===== src/rtl/pe_conv_stream_pkg.sv =====
// Shared defaults and arithmetic helpers for the streaming convolution PE.
// sat_psum works on a 64-bit carrier so one function can serve every PSUM_W.
package pe_conv_stream_pkg;

    localparam int K_DEF      = 3;
    localparam int PIX_W_DEF  = 8;
    localparam int WGT_W_DEF  = 4;
    localparam int PSUM_W_DEF = 16;
    localparam bit SAT_DEF    = 1'b1;
    localparam int EB_W       = 5;
    localparam int CALC_W     = 64;

    // One sign bit of headroom on top of the worst-case K*K product sum
    function automatic int dot_width(input int k, input int pix_w, input int wgt_w);
        return pix_w + wgt_w + $clog2(k * k) + 1;
    endfunction

    function automatic logic signed [CALC_W-1:0] sat_psum(
        input logic signed [CALC_W-1:0] v,
        input int                       w,
        input bit                       sat
    );
        logic signed [CALC_W-1:0] hi;
        logic signed [CALC_W-1:0] lo;
        hi = (64'sd1 <<< (w - 1)) - 64'sd1;
        lo = -hi - 64'sd1;
        if (sat) begin
            if (v > hi) return hi;
            if (v < lo) return lo;
            return v;
        end
        return (v <<< (CALC_W - w)) >>> (CALC_W - w);
    endfunction

endpackage


===== src/rtl/pe_conv_stream_if.sv =====
// Column input stream and partial-sum output stream of one PE, both valid/ready.
// The slave view belongs to the PE; the master view belongs to whoever feeds and drains it.
interface pe_conv_stream_if
    import pe_conv_stream_pkg::*;
#(
    parameter int K      = K_DEF,
    parameter int PIX_W  = PIX_W_DEF,
    parameter int PSUM_W = PSUM_W_DEF
);
    logic                in_valid;
    logic                in_ready;
    logic [K*PIX_W-1:0]  image_in;
    logic [PSUM_W-1:0]   psum_in;
    logic                out_valid;
    logic                out_ready;
    logic [PSUM_W-1:0]   psum_out;

    modport master (
        output in_valid, image_in, psum_in, out_ready,
        input  in_ready, out_valid, psum_out
    );

    modport slave (
        input  in_valid, image_in, psum_in, out_ready,
        output in_ready, out_valid, psum_out
    );
endinterface


===== src/rtl/pe_conv_stream_win_buf.sv =====
// KxK sliding pixel window: the newest column is taken straight from col_in so the
// window seen by the multipliers already includes the column being accepted.
module pe_conv_stream_win_buf
    import pe_conv_stream_pkg::*;
#(
    parameter int K     = K_DEF,
    parameter int PIX_W = PIX_W_DEF
) (
    input  logic                   clk,
    input  logic                   rst,
    input  logic                   flush,
    input  logic                   shift,
    input  logic [K*PIX_W-1:0]     col_in,
    output logic [K*K*PIX_W-1:0]   window,
    output logic                   win_full
);
    localparam int CNT_W = $clog2(K + 1);

    // Only the K-1 older columns need storage; column 0 is always col_in
    logic [K*PIX_W-1:0] hist [K-1];
    logic [CNT_W-1:0]   fill;

    always_ff @(posedge clk or posedge rst) begin
        if (rst) begin
            fill <= '0;
            for (int j = 0; j < K - 1; j++) hist[j] <= '0;
        end else if (flush) begin
            fill <= '0;
        end else if (shift) begin
            hist[0] <= col_in;
            for (int j = 1; j < K - 1; j++) hist[j] <= hist[j-1];
            if (fill != CNT_W'(K)) fill <= fill + CNT_W'(1);
        end
    end

    // Pixel (row r, column c) sits at window index r*K + c, c = 0 being the newest
    always_comb begin
        window = '0;
        for (int r = 0; r < K; r++) begin
            window[(r*K)*PIX_W +: PIX_W] = col_in[r*PIX_W +: PIX_W];
            for (int c = 1; c < K; c++)
                window[(r*K+c)*PIX_W +: PIX_W] = hist[c-1][r*PIX_W +: PIX_W];
        end
    end

    // True when the column being shifted in completes the window
    assign win_full = (fill >= CNT_W'(K - 1));

endmodule


===== src/rtl/pe_conv_stream.sv =====
// Streaming convolution PE: KxK window times signed weights, shifted by exp_bias,
// added to the chained partial sum, two register stages to a valid/ready output.
module pe_conv_stream
    import pe_conv_stream_pkg::*;
#(
    parameter int K      = K_DEF,
    parameter int PIX_W  = PIX_W_DEF,
    parameter int WGT_W  = WGT_W_DEF,
    parameter int PSUM_W = PSUM_W_DEF,
    parameter bit SAT    = SAT_DEF
) (
    input  logic                   clk,
    input  logic                   rst,
    input  logic                   flush,
    input  logic [EB_W-1:0]        exp_bias,
    input  logic                   wgt_load,
    input  logic [K*K*WGT_W-1:0]   wgt_in,
    pe_conv_stream_if.slave        bus
);
    localparam int N      = K * K;
    localparam int PROD_W = PIX_W + WGT_W + 1;
    localparam int DOT_W  = dot_width(K, PIX_W, WGT_W);
    localparam int FULL_W = ((DOT_W > PSUM_W) ? DOT_W : PSUM_W) + 2;

    logic [N*WGT_W-1:0]         wgt_q;
    logic [N*PIX_W-1:0]         window;
    logic                       win_full;
    logic                       stall;
    logic                       accept;
    logic                       prod_acc;

    logic signed [PROD_W-1:0]   prod_c  [N];
    logic signed [PROD_W-1:0]   prod_p1 [N];
    logic signed [PSUM_W-1:0]   psum_p1;
    logic [EB_W-1:0]            bias_p1;
    logic                       vld_p1;

    logic signed [DOT_W-1:0]    dot_sum;
    logic signed [DOT_W-1:0]    dot_shift;
    logic signed [FULL_W-1:0]   total;
    logic signed [PSUM_W-1:0]   psum_next;
    logic signed [PSUM_W-1:0]   psum_p2;
    logic                       vld_p2;

    // A held output freezes the whole pipe, so upstream is stalled with it
    assign stall        = vld_p2 && !bus.out_ready;
    assign bus.in_ready = !stall;
    assign accept       = bus.in_valid && !stall;
    assign prod_acc     = accept && win_full && !flush;

    pe_conv_stream_win_buf #(
        .K     (K),
        .PIX_W (PIX_W)
    ) u_win_buf (
        .clk      (clk),
        .rst      (rst),
        .flush    (flush),
        .shift    (accept),
        .col_in   (bus.image_in),
        .window   (window),
        .win_full (win_full)
    );

    // A load coinciding with an accept lands after that column's products register
    always_ff @(posedge clk or posedge rst) begin
        if (rst)           wgt_q <= '0;
        else if (wgt_load) wgt_q <= wgt_in;
    end

    always_comb begin
        for (int i = 0; i < N; i++)
            prod_c[i] = PROD_W'($signed({1'b0, window[i*PIX_W +: PIX_W]}))
                      * PROD_W'($signed(wgt_q[i*WGT_W +: WGT_W]));
    end

    // ---- stage 1 -> stage 2: reduce, shift, add chained psum, clamp or wrap ----
    always_comb begin
        dot_sum = '0;
        for (int i = 0; i < N; i++)
            dot_sum = dot_sum + DOT_W'(prod_p1[i]);
        dot_shift = dot_sum >>> bias_p1;
        total     = FULL_W'(dot_shift) + FULL_W'(psum_p1);
        psum_next = PSUM_W'(sat_psum(CALC_W'(total), PSUM_W, SAT));
    end

    always_ff @(posedge clk or posedge rst) begin
        if (rst) begin
            vld_p1  <= 1'b0;
            vld_p2  <= 1'b0;
            bias_p1 <= '0;
            psum_p1 <= '0;
            psum_p2 <= '0;
            for (int i = 0; i < N; i++) prod_p1[i] <= '0;
        end else if (flush) begin
            vld_p1 <= 1'b0;
            vld_p2 <= 1'b0;
        end else if (!stall) begin
            // ---- input -> stage 1 ----
            vld_p1 <= prod_acc;
            if (prod_acc) begin
                prod_p1 <= prod_c;
                psum_p1 <= $signed(bus.psum_in);
                bias_p1 <= exp_bias;
            end
            // ---- stage 2 -> output ----
            vld_p2 <= vld_p1;
            if (vld_p1) psum_p2 <= psum_next;
        end
    end

    assign bus.out_valid = vld_p2;
    assign bus.psum_out  = psum_p2;

endmodule


===== src/flat_wrapper.sv =====
// flat-port wrapper written by rule: the top's interface ports become plain ports
module pe_conv_stream_flat import pe_conv_stream_pkg::*;
#(
    parameter int K      = K_DEF,
    parameter int PIX_W  = PIX_W_DEF,
    parameter int WGT_W  = WGT_W_DEF,
    parameter int PSUM_W = PSUM_W_DEF,
    parameter bit SAT    = SAT_DEF
)
  (clk, rst, flush, exp_bias, wgt_load, wgt_in, bus_in_valid, bus_image_in, bus_psum_in, bus_out_ready, bus_in_ready, bus_out_valid, bus_psum_out);
  pe_conv_stream_if #(.K(K), .PIX_W(PIX_W), .PSUM_W(PSUM_W)) bus_i ();
  input  logic clk;
  input  logic rst;
  input  logic flush;
  input  logic [EB_W-1:0] exp_bias;
  input  logic wgt_load;
  input  logic [K*K*WGT_W-1:0] wgt_in;
  input wire logic [$bits(bus_i.in_valid)-1:0] bus_in_valid;
  input wire logic [$bits(bus_i.image_in)-1:0] bus_image_in;
  input wire logic [$bits(bus_i.psum_in)-1:0] bus_psum_in;
  input wire logic [$bits(bus_i.out_ready)-1:0] bus_out_ready;
  output wire logic [$bits(bus_i.in_ready)-1:0] bus_in_ready;
  output wire logic [$bits(bus_i.out_valid)-1:0] bus_out_valid;
  output wire logic [$bits(bus_i.psum_out)-1:0] bus_psum_out;
  assign bus_i.in_valid = bus_in_valid;
  assign bus_i.image_in = bus_image_in;
  assign bus_i.psum_in = bus_psum_in;
  assign bus_i.out_ready = bus_out_ready;
  assign bus_in_ready = bus_i.in_ready;
  assign bus_out_valid = bus_i.out_valid;
  assign bus_psum_out = bus_i.psum_out;
  pe_conv_stream #(.K(K), .PIX_W(PIX_W), .WGT_W(WGT_W), .PSUM_W(PSUM_W), .SAT(SAT)) u_core (.clk(clk), .rst(rst), .flush(flush), .exp_bias(exp_bias), .wgt_load(wgt_load), .wgt_in(wgt_in), .bus(bus_i));
endmodule

===== config.mk =====
export PLATFORM = sky130hd
export DESIGN_NAME = pe_conv_stream_flat
export DESIGN_NICKNAME = d
export VERILOG_FILES = /design/src/rtl/pe_conv_stream_pkg.sv /design/src/rtl/pe_conv_stream_if.sv /design/src/rtl/pe_conv_stream_win_buf.sv /design/src/rtl/pe_conv_stream.sv /design/src/flat_wrapper.sv
export SDC_FILE = /design/constraint.sdc
export NUM_CORES = 1
export LEC_CHECK = 0
export ABC_AREA = 1
export BUFFER_PORTS_ARGS = -buffer_cell sky130_fd_sc_hd__buf_2
export CORE_MARGIN = 5
export CORE_UTILIZATION = 30
export CTS_BUF_LIST = sky130_fd_sc_hd__clkbuf_8
export DETAILED_ROUTE_END_ITERATION = 8
export PLACE_DENSITY = 0.41
export SKIP_LAST_GASP = 1
export SYNTH_ARGS = -nofsm -noshare
export SYNTH_HDL_FRONTEND = slang
export SYNTH_SLANG_ARGS = --single-unit

===== constraint.sdc =====
create_clock -name clk -period 23.6 [get_ports clk]
set_clock_uncertainty 0.2 [all_clocks]
set_input_delay 0 -clock clk [delete_from_list [all_inputs] [get_ports clk]]
set_output_delay 0 -clock clk [all_outputs]
set_load 0.02 [all_outputs]

==> results.ini <==
[clock_tree]
cts_tree=yes
cts_buffers=51
clock_sinks=242
cts_setup_buffers=0
cts_max_level=2
clk_pin_slew_ns=0.06
post_cts_resized=0
cts.path.max_buffers=3
cts_root_buf=clkbuf_8
clock_latency_ns=0.65

[floorplanning]
die_h_um=293
die_x_um=293
die_area_mm2=0.0859
core_mm2=0.0793
num_io_pins=105
initial_core_util_pct=30.3
rows=103

[logic_synthesis]
syn_area_mm2=0.0240
synth_flop_cell=dfrtp_1
yosysTopAreaCellShare_pct=25.2
ys_warn_count=0
synth_nets=3651
syn_inst=3084
yosys.cell_types.count=45
yosys-top-cells-area=dfrtp_1 25%, fa_1 17%, ha_1 14%
synth_edf_count=0
synthArstFlopShare_pct=100
yosysSeqAreaShare_pct=25.2
syn_area_per_cell_um2=7.80
yosysTopAreaCell=dfrtp_1
ys_ff_latch=242

[placement]
place_hpwl_um=54000
gp_congestion=0.860
place_area_mm2=0.0256
portBuffers=104

[setup_path]
max_stage_delay_ns=0.53
worstSetupPathType=reg -> reg
cp_common_cell=nand2_1
end_kind=flip-flop
crit_slowest_cell=fa_1
timing.rr.start=u_core.prod_p1[82]
crit_start=u_core.prod_p1[82]
reg2reg_slack_ns=15.04
crit_arrival_ns=8.86
crit_required_ns=23.90
reg2reg_depth=44
reg2reg_to=u_core.bus.psum_out[14]
start_kind=flip-flop
cp_max_fo=13

[global_route]
grt_max_degree=153
grt.overflow.total=0
grt_pass1_vias=21455
grtUsageTotal_pct=16.2
antenna_found_initial=6
grt_pass1_wl_um=113000

[min_path]
holdCritPathClass=in -> reg
min_to=u_core.u_win_buf.window[13]
min_path_cells=4
min_from=bus_image_in[5]

[cells_and_area]
area_growth_pct=19.3
finalInstanceArea_mm2=0.0287
drive_above_1_share_pct=8.58
nets=3932
post-route-util_pct=36.2
fillers=8396

[timing]
finalCriticalPeriod_ns=8.56
drv_slew=0
fmax_mhz=117
rsz0062_at_grt=false
setup_violations=0
post-route-period-util_pct=36.3
relSlewSlack_pct=32.0
tightest_slew_ns=1.02
tns_ns=0
hold_viol_final=0

[flow_run]
drv_cap=0

[detailed_routing]
vias=20088
detail_route.vias_per_cell=4.50
totalWireLength_um=68700
drt_first_iter_violations=894
wire_per_inst_um=15.4
antenna_left=0
drt_pass1_iterations=5
drc=0

[status]
status=finished, final reports clean

cells by family after synthesis:
group / count (synthesis) / share of synthesized area [%]
fa+ha+maj: 480 / 31.4
xor+xnor: 46 / 1.68
simple gates: 1253 / 21.5
mux: 25 / 1.17
compound gates: 347 / 8.12
buf+inv: 691 / 11.0
flops: 242 / 25.2
critical path: cells and delay by family, from the launching register on:
family / cells / cell delay (ns)
AOI/OAI and AO/OA: 7 / 1.22
xor gates and xnor gates: 1 / 0.12
adders and majority gates: 9 / 3.91
buffers and inverters: 5 / 0.32
DFF: 1 / 0.40
and+or+nand+nor: 22 / 2.24
timing repair:
action / CTS / global route
hold endpoints to repair: 200 / 0
setup endpoints to repair: 0 / 0
hold buffers: 201 / 0
final cells by class:
type                    count  area [um^2]  share of cell area [%]
multi-input cells        2151        15400                    53.5
flip-flops and latches    242         6060                    21.1
repair buffers            312         2600                    9.05
inverters                 607         2290                    7.98
well taps                1050         1310                    4.58
clock buffers              62          853                    2.97
clock inverters            29          205                   0.715
diodes                      8         20.0                  0.0698
per-layer routing:
| metal | GRT usage (%) | share of wire, % | vias to the layer above |
|---|---|---|---|
| li1 | - | - | 10127 |
| met1 | 21.1 | 45 | 9606 |
| met2 | 28.6 | 49 | 288 |
| met3 | 2.88 | 4.4 | 67 |
| met4 | 3.20 | 1.7 | 0 |
| met5 | 0 | 0 | - |
worst max path at each step:
stage,cells after the start,slack [ns],end
floorplan,54,15.91,u_core.bus.psum_out[10]
global placement,44,15.13,u_core.bus.psum_out[13]
detailed placement,44,15.05,u_core.bus.psum_out[14]
CTS,44,15.01,u_core.bus.psum_out[14]
global route,53,14.31,u_core.bus.psum_out[14]
finish,44,15.04,u_core.bus.psum_out[14]
state kept, by name, summed over array words and instances (netlist names):
register / flops
u_core.prod_p1: 117
u_core.u_win_buf.window: 48
u_core.vld_p1: 1
u_core.psum_p1: 16
u_core.bias_p1: 5
u_core.bus.out_valid: 1
u_core.wgt_q: 36
u_core.bus.psum_out: 16
u_core.u_win_buf.fill: 2
stage by stage:
stage,hold WS [ns],worst slack [ns],std cells
global placement,-0.0258,15.13,4161
detailed placement,-0.00918,15.05,4161
finish,0.0601,15.04,4461
CTS,0.00193,15.01,4453
global route,0.0660,14.31,4458
floorplan,-0.0904,15.91,3084
synth_stat cells, types with 7 or more instances:
cell type  instances
a21boi_2          11
a21o_1             9
a21oi_1          107
a31oi_1           19
buf_2             20
clkbuf_1          59
dfrtp_1          242
fa_1             205
ha_1             275
inv_1            599
mux2_2            25
nand2_1          894
nand2_2           14
nand3_1          154
nand3b_1          12
nand4_1            9
nor2_1           107
nor3_1            14
o2111ai_1          9
o21ai_0          169
or2_2             38
xnor2_1            7
xor2_1            39
cell usage in the layout, fill, tap and decap left out, types with 6 or more instances in the layout:
| cell | synthesis | final |
|---|---|---|
| nand2_1 | 894 | 893 |
| inv_1 | 599 | 616 |
| ha_1 | 275 | 275 |
| dfrtp_1 | 242 | 242 |
| fa_1 | 205 | 205 |
| dlygate4sd3_1 | 0 | 201 |
| o21ai_0 | 169 | 169 |
| nand3_1 | 154 | 154 |
| a21oi_1 | 107 | 107 |
| nor2_1 | 107 | 107 |
| buf_2 | 20 | 104 |
| clkbuf_8 | 0 | 62 |
| xor2_1 | 39 | 39 |
| or2_2 | 38 | 38 |
| mux2_2 | 25 | 25 |
| a31oi_1 | 19 | 19 |
| nand2_2 | 14 | 15 |
| nor3_1 | 14 | 14 |
| nand3b_1 | 12 | 12 |
| a21boi_2 | 11 | 11 |
| a21o_1 | 9 | 9 |
| nand4_1 | 9 | 9 |
| o2111ai_1 | 9 | 9 |
| diode_2 | 0 | 8 |
| xnor2_1 | 7 | 7 |
| clkinv_2 | 0 | 6 |
| buf_4 | 0 | 6 |
Power is left out: the tool's default activity adds up to more than one toggle a clock period on the data nets, which glitch-free logic cannot reach.
